File: src/rtl/bin_to_bcd_seq.sv
// Sequential binary-to-BCD converter (double dabble), one input bit per clock.
// Drives the 4-digit display's values bus plus overflow flag and leading-zero blanking mask.
module bin_to_bcd_seq #(
   parameter int unsigned IN_WIDTH = 14,
   parameter int unsigned DIGITS   = 4
) (
   input  logic                  clk,
   input  logic                  rst,
   input  logic                  in_valid,
   output logic                  in_ready,
   input  logic [IN_WIDTH-1:0]   bin,
   output logic [4*DIGITS-1:0]   bcd,
   output logic                  out_valid,
   output logic                  overflow,
   output logic [DIGITS-1:0]     lz_mask
);

   localparam int unsigned BCD_W   = 4 * DIGITS;
   localparam int unsigned CNT_W   = $clog2(IN_WIDTH + 1);
   localparam int unsigned CMP_W   = (IN_WIDTH > 32) ? IN_WIDTH : 32;
   localparam int unsigned MAX_VAL = (10 ** DIGITS) - 1;
   localparam int unsigned JOIN_W  = BCD_W + IN_WIDTH;

   typedef enum logic [1:0] {
      IDLE  = 2'd0,
      SHIFT = 2'd1,
      DONE  = 2'd2
   } state_t;

   state_t               state, state_next;
   logic [IN_WIDTH-1:0]  shift_reg, shift_next;
   logic [BCD_W-1:0]     scratch, scratch_next;
   logic [CNT_W-1:0]     cnt, cnt_next;
   logic                 ovf_pending, ovf_pending_next;
   logic [BCD_W-1:0]     bcd_next;
   logic                 overflow_next;
   logic [DIGITS-1:0]    lz_mask_next;
   logic                 out_valid_next;
   logic                 in_ready_next;

   logic [BCD_W-1:0]     adj;
   logic [JOIN_W-1:0]    joined;
   logic [BCD_W-1:0]     shifted;
   logic [DIGITS-1:0]    lz_calc;
   logic                 all_zero;

   // State and result registers
   always_ff @(posedge clk) begin
      if (rst) begin
         state       <= IDLE;
         shift_reg   <= '0;
         scratch     <= '0;
         cnt         <= '0;
         ovf_pending <= 1'b0;
         bcd         <= '0;
         overflow    <= 1'b0;
         lz_mask     <= {{(DIGITS-1){1'b1}}, 1'b0};
         out_valid   <= 1'b0;
         in_ready    <= 1'b1;
      end else begin
         state       <= state_next;
         shift_reg   <= shift_next;
         scratch     <= scratch_next;
         cnt         <= cnt_next;
         ovf_pending <= ovf_pending_next;
         bcd         <= bcd_next;
         overflow    <= overflow_next;
         lz_mask     <= lz_mask_next;
         out_valid   <= out_valid_next;
         in_ready    <= in_ready_next;
      end
   end

   // Next-state, datapath step and registered-output values
   always_comb begin
      state_next       = state;
      shift_next       = shift_reg;
      scratch_next     = scratch;
      cnt_next         = cnt;
      ovf_pending_next = ovf_pending;
      bcd_next         = bcd;
      overflow_next    = overflow;
      lz_mask_next     = lz_mask;
      adj              = scratch;
      lz_calc          = '0;
      all_zero         = 1'b1;

      // Add-3 correction precedes the shift; the top digit's carry falls off the end
      for (int k = 0; k < int'(DIGITS); k++) begin
         if (scratch[4*k +: 4] >= 4'd5)
            adj[4*k +: 4] = scratch[4*k +: 4] + 4'd3;
      end
      joined  = {adj, shift_reg} << 1;
      shifted = joined[JOIN_W-1:IN_WIDTH];

      for (int k = int'(DIGITS) - 1; k >= 1; k--) begin
         all_zero   = all_zero & (shifted[4*k +: 4] == 4'd0);
         lz_calc[k] = all_zero;
      end

      case (state)
         IDLE: begin
            if (in_valid) begin
               shift_next       = bin;
               scratch_next     = '0;
               cnt_next         = CNT_W'(IN_WIDTH);
               ovf_pending_next = CMP_W'(bin) > CMP_W'(MAX_VAL);
               state_next       = SHIFT;
            end
         end
         SHIFT: begin
            scratch_next = shifted;
            shift_next   = joined[IN_WIDTH-1:0];
            cnt_next     = cnt - CNT_W'(1);
            if (cnt == CNT_W'(1)) begin
               state_next = DONE;
               if (ovf_pending) begin
                  bcd_next      = '1;
                  overflow_next = 1'b1;
                  lz_mask_next  = '0;
               end else begin
                  bcd_next      = shifted;
                  overflow_next = 1'b0;
                  lz_mask_next  = lz_calc;
               end
            end
         end
         DONE:    state_next = IDLE;
         default: state_next = IDLE;
      endcase

      in_ready_next  = (state_next == IDLE);
      out_valid_next = (state_next == DONE);
   end

endmodule

File: config.mk
export PLATFORM = sky130hd
export DESIGN_NAME = bin_to_bcd_seq
export DESIGN_NICKNAME = d
export VERILOG_FILES = /design/src/rtl/bin_to_bcd_seq.sv
export SDC_FILE = /design/constraint.sdc
export NUM_CORES = 1
export LEC_CHECK = 0
export ABC_AREA = 1
export BUFFER_PORTS_ARGS = -buffer_cell sky130_fd_sc_hd__buf_4
export CORE_ASPECT_RATIO = 1.25
export CORE_MARGIN = 3
export CORE_UTILIZATION = 50
export CTS_CLUSTER_DIAMETER = 120
export CTS_CLUSTER_SIZE = 12
export DETAILED_ROUTE_END_ITERATION = 8
export GPL_TIMING_DRIVEN = 0
export MAX_ROUTING_LAYER = met4
export PLACE_DENSITY = 0.71
export SYNTH_ARGS = -nofsm -noshare
export SYNTH_HDL_FRONTEND = slang
export SYNTH_SLANG_ARGS = --single-unit
File: constraint.sdc
create_clock -name clk -period 2.3 [get_ports clk]
set_input_delay 0.23 -clock clk [delete_from_list [all_inputs] [get_ports clk]]
set_output_delay 0.23 -clock clk [all_outputs]
set_load 0.1 [all_outputs]
### Word level (Yosys, flattened, before mapping)

Cells that the tools add are included.

* bits in registers: 60
* input port bits: 17
* word-level logic and storage cells: 51

* add/sub/neg operators: 5
* order comparisons: 5
* equal/unequal tests: 4
* multiplexer cells: 16
* bitwise gates (word level): 2
* reductions and logical operators: 9

Operators with widths (number)
* 2-to-1 mux 16 bit: 2
* one-hot mux 16 bit (2 select lines): 1
* one-hot mux 14 bit (2 select lines): 1
* 2-to-1 mux 4 bit: 5
* greater-or-equal comparator 4 x 3 -> 1 bit (second input constant): 4
* > comparator 14 bit (second input constant): 1
* 2-to-1 mux 14 bit: 1
* adder 4 x 2 -> 4 bit (second input constant): 3
* logical NOT 4 bit: 3
* one-hot mux 4 bit (2 select lines): 1
* AND reduction 2 bit: 3
* == test 4 x 1 -> 1 bit (second input constant): 1
* logical NOT 2 bit: 2
* 2-to-1 mux 2 bit: 2
* one-hot mux 2 bit (2 select lines): 1
* subtractor 4 x 1 -> 4 bit (second input constant): 1
* adder 3 x 2 -> 3 bit (second input constant): 1
* 2-to-1 mux 3 bit: 1
* AND 1 bit: 2
* == test 2 x 1 -> 1 bit (second input constant): 1
* == test 2 bit (second input constant): 1
* inequality test 2 bit (second input constant): 1
* nonzero test 2 bit: 1
* 2-to-1 mux 1 bit: 1

### Logic depth before layout (Yosys ltp)

Gate-level depths: netlist of run 1.

* depth after elaboration: 6
* depth in mapped cells: 11

### Least setup slack after synthesis of run 1

No wires, ideal clock.

* path type: flip-flop to flip-flop
* from: reg scratch[8]
* to: reg lz_mask[1]
* setup time: 61 ps
* arrival: 1312 ps
* data required time: 2239 ps
* slack: 927 ps
* cell stages (with the launch flop): 12
* path buffers: 0
* path through: dfxtp_1 > inv_1 > ha_1 > inv_1 > nand2_1 > nand3_1 > nand2_1 > nand2_1 > nand2_1 > nor2_1 > nand3_1 > nand2_1

* cells in the longest elaborated chain, start to end: 6
* elaborated cells on any way between the ends: 8
* classes of those cells: add/sub (1); order compare (1); mux (2); bitwise (2); reduce/logical (2)

Ends and longest elaborated chain
* start, declared: line 32 `logic [BCD_W-1:0] scratch, scratch_next;`
* start signal, assigned: line 63 `scratch <= scratch_next;`
* adder 4 x 2 -> 4 bit or greater-or-equal comparator 4 x 3 -> 1 bit (tied branches): line 91, 90
* 2-to-1 mux 4 bit (*): line 90 `if (scratch[4*k +: 4] >= 4'd5)`
* logical NOT 4 bit: line 97 `all_zero = all_zero & (shifted[4*k +: 4] == 4'd0);`
* AND 1 bit (*) (2 in series): line 97
* 2-to-1 mux 4 bit (*): line 117 `if (ovf_pending) begin`
* end signal, assigned: line 57 `lz_mask <= {{(DIGITS-1){1'b1}}, 1'b0};`
* end signal, assigned: line 68 `lz_mask <= lz_mask_next;`
* end, declared: line 15 `output logic [DIGITS-1:0] lz_mask`

Mark *: on every way between the ends. The rest lies on a longest branch, timed or not.
A chain may end at the register's enable or synchronous reset.

### Worst setup path in the final report of run 1

Same ends and word-level chain as after synthesis.

==> results of run 1 <==
-- power groups by stage --
| stage | clock (mW) | combinational (mW) | sequential [mW] |
|---|---|---|---|
| final | 1.26 | 0.333 | 1.09 |
| after global routing | 1.31 | 0.366 | 1.10 |
| after CTS | 1.27 | 0.337 | 1.09 |
| after detailed placement | 0 | 0.335 | 1.11 |
| after global placement | 0 | 0.331 | 1.11 |
| after floorplan | 0 | 0.164 | 1.19 |
-- worst max-delay path: stages, from the launching register on --
cell,delay (ns)
sky130_fd_sc_hd__dfxtp_1,0.37
sky130_fd_sc_hd__inv_1,0.09
sky130_fd_sc_hd__ha_1,0.21
sky130_fd_sc_hd__inv_1,0.05
sky130_fd_sc_hd__nand2_1,0.10
sky130_fd_sc_hd__nand3_1,0.17
sky130_fd_sc_hd__nand2_1,0.09
sky130_fd_sc_hd__nand2_1,0.12
sky130_fd_sc_hd__nand2_1,0.07
sky130_fd_sc_hd__nor2_1,0.15
sky130_fd_sc_hd__nand3_1,0.10
sky130_fd_sc_hd__nand2_1,0.07
-- area by class of cell --
class | instances | share of cell area (%)
inverters | 37 | 4.17
repair buffers | 37 | 8.26
flip-flops and latches | 59 | 35.1
multi-input cells | 259 | 39.8
clock inverters | 7 | 4.17
well taps | 62 | 2.31
clock buffers | 9 | 3.68
plain buffers | 16 | 2.46
-- synth_stat cells --
cell                       number  share of area, %
sky130_fd_sc_hd__a21oi_1       35               6.4
sky130_fd_sc_hd__a21oi_2        3              0.96
sky130_fd_sc_hd__a221oi_1       1              0.32
sky130_fd_sc_hd__a22oi_1        6               1.6
sky130_fd_sc_hd__a31oi_1        9               2.1
sky130_fd_sc_hd__buf_1          1              0.14
sky130_fd_sc_hd__buf_2          6               1.1
sky130_fd_sc_hd__buf_4          4               1.1
sky130_fd_sc_hd__clkbuf_1       5              0.68
sky130_fd_sc_hd__clkinv_2       1              0.18
sky130_fd_sc_hd__conb_1         1              0.14
sky130_fd_sc_hd__dfxtp_1       59                43
sky130_fd_sc_hd__ha_1          10               4.6
sky130_fd_sc_hd__inv_1         34               4.7
sky130_fd_sc_hd__inv_2          2              0.27
sky130_fd_sc_hd__nand2_1      107                15
sky130_fd_sc_hd__nand2_2        1              0.23
sky130_fd_sc_hd__nand3_1       19               3.5
sky130_fd_sc_hd__nand3_4        1              0.64
sky130_fd_sc_hd__nand4_1        7               1.6
sky130_fd_sc_hd__nand4_4        1              0.78
sky130_fd_sc_hd__nor2_1        20               2.7
sky130_fd_sc_hd__nor2_2         2              0.46
sky130_fd_sc_hd__nor2_4         2              0.82
sky130_fd_sc_hd__nor2_8         1              0.73
sky130_fd_sc_hd__nor3_1         1              0.18
sky130_fd_sc_hd__o211ai_1       3              0.82
sky130_fd_sc_hd__o21a_1         1              0.27
sky130_fd_sc_hd__o21ai_0       19               3.5
sky130_fd_sc_hd__o21ai_1        5              0.91
sky130_fd_sc_hd__or2_0          2              0.46
sky130_fd_sc_hd__or2_2          1              0.23
sky130_fd_sc_hd__xor2_1         1              0.32
-- through the flow --
| step | setup slack [ns] | hold WS [ns] |
|---|---|---|
| floorplan | 0.927 | 0.378 |
| global placement | 0.726 | 0.454 |
| global route | 0.458 | 0.148 |
| CTS | 0.682 | 0.133 |
| finish | 0.673 | 0.144 |
| detailed placement | 0.708 | 0.458 |
-- kinds of logic (layout without fill, tap and decap cells) --
group | count (synthesis) | in the layout | share of synthesized area, %
simple gates | 165 | 165 | 27.0
buf+inv | 53 | 106 | 8.12
flops | 59 | 59 | 43.1
xor+xnor | 1 | 1 | 0.319
fa+ha+maj | 10 | 10 | 4.56
other cells | 1 | 1 | 0.137
compound gates | 82 | 82 | 16.8
-- path summary, 6_finish.rpt --
| path | from | to | slack, ns | cells past startpoint |
|---|---|---|---|---|
| worst max-delay path | scratch[8] | lz_mask[1] | 0.67 | 11 |
| worst max register to register | scratch[8] | lz_mask[1] | 0.67 | 11 |
| worst min register to register | lz_mask[2] | lz_mask[2] | 0.48 | 2 |
| worst min-delay path | bin[0] | shift_reg[0] | 0.14 | 3 |
-- layer usage --
layer | up-vias | track usage (%)
met2 | 47 | 36.1
met4 | 0 | 13.7
met5 | - | -
met3 | 12 | 4.66
li1 | 1317 | -
met1 | 1180 | 27.4
==> run summary, run 1 <==
- **result of the run** finished, final reports clean
- **unrepaired setup endpoints after global routing** no
- **routed via count** 2556
- **hold violation count in the final report** 0
- **Overflow after GRT** 0
- **part of the cycle the worst path needs** 70.7%
- **count of maximum capacitance violations** 0
- **most common library cell in the layout ignoring fill and taps** sky130_fd_sc_hd__nand2_1
- **number of synthesized register bits** 59
- **total routed wirelength** 6400 um
- **Root Buffer Master** sky130_fd_sc_hd__clkbuf_8
- **post-synthesis instance area** 0.00274 mm2
- **HPWL after detailed placement** 4610 um
- **Total GRT Usage** 23.1%
- **Layout Cell Area excl Fill** 0.00336 mm2
- **count of unique library cells instantiated by Yosys** 33
- **core utilization of the finished layout** 64.8%
- **Met1 Wirelength** 2910 um
- **Power, Total** 2.68 mW
- **number of sinks handled by clock tree synthesis** 59
- **reported net switching power** 0.694 mW
- **Post-Syn Instances** 371
- **post_cts resized** 0
- **uppermost signal routing layer after detailed routing** met4
- **Antenna Cells** 0
- **# nets final** 446
- **worst min-delay path category** in2reg
- **Wirelength per Cell** 13.2 um
- **Syn Area/Cell** 7.39 um2
- **Power Dens Cells** 797 mW/mm2
- **placeable core region** 0.00519 mm2
- **maximum clock insertion buffer count** 2
- **slew at the pin closest to its max-slew limit** 0.514 ns
- **leakage power of the design** 1.50 nW
- **number of antenna violations at the first check in global routing** 0
- **Filler Cell Count** 482
- **number of H-tree levels** 3
- **count of buffers inserted at the top-level ports** 37
- **placed insts** 470
- **Net Count, Synth** 398
- **proportion of layout cells with a drive suffix above 1** 18.4%
- **CP startpoint kind** register
- **headroom to the max-slew limit** 65.8%
- **amount of wire on met3 after detailed routing** 299 um
- **y dimension of the die** 88.8 um
- **router iterations before antenna repair** 4
- **Iter 0 DRT Violations** 110
- **routability congestion estimate** 0.858
- **# hold bufs at CTS** 0
- **Synth warnings** 0
- **number of antenna-violating nets in the routed design** 0
- **Crit. End Element** register
- **setup clock skew after layout** 0.00578 ns
- **cell area after placement** 0.00310 mm2
- **multi-input combinational cell area** 0.00134 mm2
- **data required time at the worst endpoint** 2.59 ns
- **Post-CTS Setup Repair Bufs** 0
- **non-filler instance count after layout** 486
- **Clk network pwr share** 46.9%
- **post-route DRC violation count** 0
- **Die Outline Area** 0.00642 mm2
- **maximum resistive drop on vdd** 0.423 mV
- **clock tree from TritonCTS** built
- **DR WL met2** 3060 um
- **Clock Latency Late Sink** 0.35 ns
- **Int Power** 1.99 mW
- **total CTS buffers** 9
- **combined flip-flop and latch cell area** 0.00118 mm2
- **Seq/Total Area, Yosys** 43.1%
- **Crit path arrival time** 1.91 ns
- **global-route wire length before repair** 11000 um
- **net switching share of the total power** 25.9%
- **x dimension of the die** 72.2 um
- **maximum clock rate** 615 MHz
- **average vias per placed instance** 5.26
- **Slew Viols, Final** 0
- **type of the worst setup path** reg2reg
- **maximum number of pins on one net before global-route repair** 12
- **power share of the combinational group** 12.4%
- **crit path time final** 1.63 ns
- **total negative slack** 0 ns
- **Synth-to-Final Area Change** 22.6%
- **number of global-route vias before repair** 2424
- **most frequent cells in the layout** sky130_fd_sc_hd__nand2_1 (107), sky130_fd_sc_hd__dfxtp_1 (59), sky130_fd_sc_hd__buf_4 (41)
- **power share of the sequential group** 40.7%
- **I/O pin count** 40
- **largest fanout on the critical path** 5
- **final setup fails** 0
- **initial cell density of the core** 52.9%
- **count of standard-cell rows** 29
- **clock slew at the register clock pins of the worst setup and hold paths** 0.07 ns
Power figures use the tool's default switching activity.
==> run 2, diff against run 1 <==
==> constraint.sdc (replaced) <==
create_clock -name clk -period 1.6 [get_ports clk]
set_input_delay 0.16 -clock clk [delete_from_list [all_inputs] [get_ports clk]]
set_output_delay 0.16 -clock clk [all_outputs]
set_load 0.1 [all_outputs]
==> run summary, run 2 (synthesis results as in run 1) <==
- **average vias per placed instance** 5.35
- **total routed wirelength** 6710 um
- **maximum resistive drop on vdd** 0.617 mV
- **Wirelength per Cell** 13.8 um
- **routability congestion estimate** 0.858
- **router iterations before antenna repair** 4
- **# hold bufs at CTS** 0
- **final setup fails** 0
- **core utilization of the finished layout** 66.2%
- **Crit path arrival time** 1.78 ns
- **global-route wire length before repair** 11000 um
- **Layout Cell Area excl Fill** 0.00344 mm2
- **count of buffers inserted at the top-level ports** 37
- **# nets final** 446
- **cell area after placement** 0.00310 mm2
- **non-filler instance count after layout** 486
- **count of standard-cell rows** 29
- **data required time at the worst endpoint** 1.87 ns
- **combined flip-flop and latch cell area** 0.00119 mm2
- **part of the cycle the worst path needs** 94.3%
- **CP startpoint kind** register
- **hold violation count in the final report** 0
- **most frequent cells in the layout** sky130_fd_sc_hd__nand2_1 (103), sky130_fd_sc_hd__dfxtp_1 (53), sky130_fd_sc_hd__buf_4 (41)
- **Antenna Cells** 0
- **Total GRT Usage** 23.1%
- **most common library cell in the layout ignoring fill and taps** sky130_fd_sc_hd__nand2_1
- **initial cell density of the core** 52.9%
- **result of the run** finished, final reports clean
- **largest fanout on the critical path** 5
- **total CTS buffers** 9
- **Clock Latency Late Sink** 0.35 ns
- **Filler Cell Count** 480
- **Slew Viols, Final** 0
- **Crit. End Element** register
- **maximum clock insertion buffer count** 2
- **leakage power of the design** 1.53 nW
- **proportion of layout cells with a drive suffix above 1** 23.1%
- **number of antenna-violating nets in the routed design** 0
- **number of sinks handled by clock tree synthesis** 59
- **maximum number of pins on one net before global-route repair** 12
- **y dimension of the die** 88.8 um
- **multi-input combinational cell area** 0.00140 mm2
- **clock tree from TritonCTS** built
- **setup clock skew after layout** 0.00873 ns
- **number of global-route vias before repair** 2425
- **Power, Total** 3.87 mW
- **clock slew at the register clock pins of the worst setup and hold paths** 0.07 ns
- **Root Buffer Master** sky130_fd_sc_hd__clkbuf_8
- **worst min-delay path category** in2reg
- **post-route DRC violation count** 0
- **Overflow after GRT** 0
- **number of antenna violations at the first check in global routing** 0
- **Iter 0 DRT Violations** 102
- **Post-CTS Setup Repair Bufs** 0
- **placed insts** 470
- **Die Outline Area** 0.00642 mm2
- **x dimension of the die** 72.2 um
- **crit path time final** 1.51 ns
- **routed via count** 2600
- **I/O pin count** 40
- **Power Dens Cells** 1130 mW/mm2
- **number of H-tree levels** 3
- **unrepaired setup endpoints after global routing** yes
- **type of the worst setup path** reg2reg
- **Synth-to-Final Area Change** 25.3%
- **count of maximum capacitance violations** 0
- **worst-case setup margin in the final layout** 0.0916 ns
- **maximum clock rate** 663 MHz
- **total negative slack** 0 ns
- **Worst Setup Slack post-DPL** 0.00834 ns
- **HPWL after detailed placement** 4610 um
- **worst-case hold slack** 0.0730 ns
- **placeable core region** 0.00519 mm2
[run 2: cell types whose count changed in the layout (fill, tap and decap cells not counted), moves of 2 or more]
cell / change
sky130_fd_sc_hd__dfxtp_2: +5
sky130_fd_sc_hd__nand2_2: +4
sky130_fd_sc_hd__nand3_1: -2
sky130_fd_sc_hd__nor2_2: +3
sky130_fd_sc_hd__a21oi_1: -2
sky130_fd_sc_hd__nor2_1: -3
sky130_fd_sc_hd__nand2_1: -4
sky130_fd_sc_hd__dfxtp_1: -6
sky130_fd_sc_hd__a21oi_2: +2
[run 2: area by class of cell]
class,instances,area share (%)
sequential,59,34.7
timing repair buffer,37,8.08
inverter,37,4.08
clock inverter,7,4.08
buffer,16,2.40
multi-input combinational,259,40.8
clock buffer,9,3.61
tap,62,2.26
[run 2: path summary, 6_finish.rpt]
kind | to | startpoint | slack [ns] | cells past startpoint
max reg2reg | scratch[3] | scratch[0] | 0.09 | 6
min reg2reg | shift_reg[0] | shift_reg[0] | 0.48 | 2
max | scratch[3] | scratch[0] | 0.09 | 6
min | shift_reg[0] | bin[0] | 0.07 | 3
[run 2: metal layers]
metal  up-vias  routed length [um]  global-route usage, %
met5         -                   0                      -
met4         0                 165                   13.7
met2        42                3230                   36.2
met1      1227                3040                   27.5
met3        13                 269                   4.55
li1       1318                   -                      -
[run 2: worst max-delay path, cell delays in order (launching register included)]
cell	delay (ns)
sky130_fd_sc_hd__dfxtp_2	0.40
sky130_fd_sc_hd__inv_1	0.08
sky130_fd_sc_hd__ha_1	0.25
sky130_fd_sc_hd__or2_2	0.33
sky130_fd_sc_hd__a21oi_2	0.19
sky130_fd_sc_hd__nand2_1	0.07
sky130_fd_sc_hd__a21oi_1	0.11
[run 2: what timing repair did]
item                       CTS  global route
pin swaps                    0             1
gates resized for setup      3            20
setup endpoints to repair    1            14
[run 2: report_power, final]
group | switching (mW) | leakage, nW | internal [mW]
Sequential | 0.0416 | 0.483 | 1.53
Combinational | 0.345 | 0.918 | 0.140
Clock | 0.622 | 0.125 | 1.19
Total | 1.01 | 1.53 | 2.86
==> run 3, diff against run 2 <==
--- a/config.mk
+++ b/config.mk
@@ -13,9 +13,9 @@
 export CTS_CLUSTER_DIAMETER = 120
 export CTS_CLUSTER_SIZE = 12
 export DETAILED_ROUTE_END_ITERATION = 8
-export GPL_TIMING_DRIVEN = 0
 export MAX_ROUTING_LAYER = met4
 export PLACE_DENSITY = 0.71
+export SLEW_MARGIN = 25
 export SYNTH_ARGS = -nofsm -noshare
 export SYNTH_HDL_FRONTEND = slang
 export SYNTH_SLANG_ARGS = --single-unit
==> run summary, run 3 (synthesis results as in run 1) <==
- **maximum resistive drop on vdd** 0.694 mV
- **number of global-route vias before repair** 2504
- **# nets final** 446
- **most frequent cells in the layout** sky130_fd_sc_hd__nand2_1 (105), sky130_fd_sc_hd__dfxtp_1 (55), sky130_fd_sc_hd__buf_4 (51)
- **number of H-tree levels** 3
- **startpoint of the most critical setup path** scratch[0]
- **# hold bufs at CTS** 0
- **final setup fails** 0
- **Power Dens Cells** 1000 mW/mm2
- **Crit path arrival time** 1.77 ns
- **HPWL after detailed placement** 4370 um
- **largest fanout on the critical path** 5
- **setup clock skew after layout** 0.00678 ns
- **post-route DRC violation count** 0
- **CP startpoint kind** register
- **type of the worst setup path** reg2reg
- **number of antenna violations at the first check in global routing** 0
- **total CTS buffers** 9
- **crit path time final** 1.50 ns
- **x dimension of the die** 72.2 um
- **Antenna Cells** 0
- **I/O pin count** 40
- **total routed wirelength** 6330 um
- **Clock Latency Late Sink** 0.34 ns
- **proportion of layout cells with a drive suffix above 1** 21.7%
- **clock tree from TritonCTS** built
- **Root Buffer Master** sky130_fd_sc_hd__clkbuf_8
- **count of buffers inserted at the top-level ports** 38
- **count of standard-cell rows** 29
- **hold violation count in the final report** 0
- **Wirelength per Cell** 13.0 um
- **Synth-to-Final Area Change** 23.3%
- **total negative slack** 0 ns
- **average vias per placed instance** 5.24
- **initial cell density of the core** 52.9%
- **maximum number of pins on one net before global-route repair** 35
- **worst min-delay path category** in2reg
- **Die Outline Area** 0.00642 mm2
- **Total GRT Usage** 22.3%
- **Iter 0 DRT Violations** 110
- **count of maximum capacitance violations** 0
- **maximum clock rate** 665 MHz
- **result of the run** finished, final reports clean
- **routed via count** 2549
- **global-route wire length before repair** 10700 um
- **Overflow after GRT** 0
- **router iterations before antenna repair** 4
- **R2R setup slack** 0.1 ns
- **Crit. End Element** register
- **placed insts** 470
- **leakage power of the design** 1.51 nW
- **placeable core region** 0.00519 mm2
- **number of sinks handled by clock tree synthesis** 59
- **y dimension of the die** 88.8 um
- **non-filler instance count after layout** 486
- **part of the cycle the worst path needs** 93.9%
- **data required time at the worst endpoint** 1.87 ns
- **most common library cell in the layout ignoring fill and taps** sky130_fd_sc_hd__nand2_1
- **critical path endpoint** scratch[3]
- **Slew Viols, Final** 0
- **unrepaired setup endpoints after global routing** yes
- **critical register-to-register path startpoint** scratch[0]
- **number of antenna-violating nets in the routed design** 0
- **Worst Reg-to-Reg Cells** 6
- **routability congestion estimate** 0.867
- **Reg-to-Reg End** scratch[3]
- **maximum clock insertion buffer count** 2
- **clock slew at the register clock pins of the worst setup and hold paths** 0.07 ns
- **hold path depth** 3
==> run 3: how the worst min path moves through the flow <==
| stage | startpoint | to | slack [ns] |
|---|---|---|---|
| after floorplan | bin[0] | shift_reg[0] | 0.31 |
| after global placement | bin[0] | shift_reg[0] | 0.43 |
| after detailed placement | bin[0] | shift_reg[0] | 0.43 |
| after CTS | bin[0] | shift_reg[0] | 0.07 |
| after global routing | bin[0] | shift_reg[0] | 0.09 |
| final | bin[0] | shift_reg[0] | 0.08 |
==> run 3: area by class of cell <==
type	instances	area, um2
repair buffers	53	423
inverters	37	140
flip-flops and latches	59	1190
fillers	496	1810
clock inverters	5	52.6
clock buffers	11	141
multi-input cells	259	1360
well taps	62	77.6
==> run 3: what timing repair did <==
item	in CTS	in global routing
setup endpoints to repair	0	4
setup buffers	0	0
gates resized for setup	0	9
==> run 3: through the flow <==
stage / instance area (um2) / hold slack, ns / setup WS, ns / power [mW] / utilization, %
2_1_floorplan: 2740 / 0.308 / 0.227 / 1.95 / -
3_3_place_gp: 3160 / 0.427 / 0.145 / 2.09 / 60.9
3_5_place_dp: 3160 / 0.433 / 0.111 / 2.10 / 60.9
4_1_cts: 3350 / 0.0722 / 0.0415 / 3.43 / 64.6
5_1_grt: 3380 / 0.0860 / -0.0107 / 3.54 / 65.2
6_report: 3380 / 0.0801 / 0.0972 / 3.40 / 65.2
==> run 3: metal layers <==
layer  vias to the layer above  track usage [%]  part of all wire [%]
met1                      1171             23.3                    43
met4                         0             10.1                   1.8
met5                         -                -                     0
li1                       1309                -                     -
met2                        56             39.3                    50
met3                        13             5.34                   5.2
==> run 3: power by group <==
| part | leakage (nW) | total (mW) | switching, mW | internal [mW] |
|---|---|---|---|---|
| Clock | 0.0991 | 1.33 | 0.578 | 0.753 |
| Combinational | 0.933 | 0.499 | 0.338 | 0.161 |
| Sequential | 0.482 | 1.57 | 0.0374 | 1.53 |
==> run 3: worst max-delay path, cell delays in order, from the launching register on <==
cell	delay [ns]
sky130_fd_sc_hd__dfxtp_1	0.45
sky130_fd_sc_hd__inv_1	0.09
sky130_fd_sc_hd__ha_1	0.23
sky130_fd_sc_hd__or2_2	0.31
sky130_fd_sc_hd__a21oi_2	0.16
sky130_fd_sc_hd__nand2_1	0.07
sky130_fd_sc_hd__a21oi_1	0.11
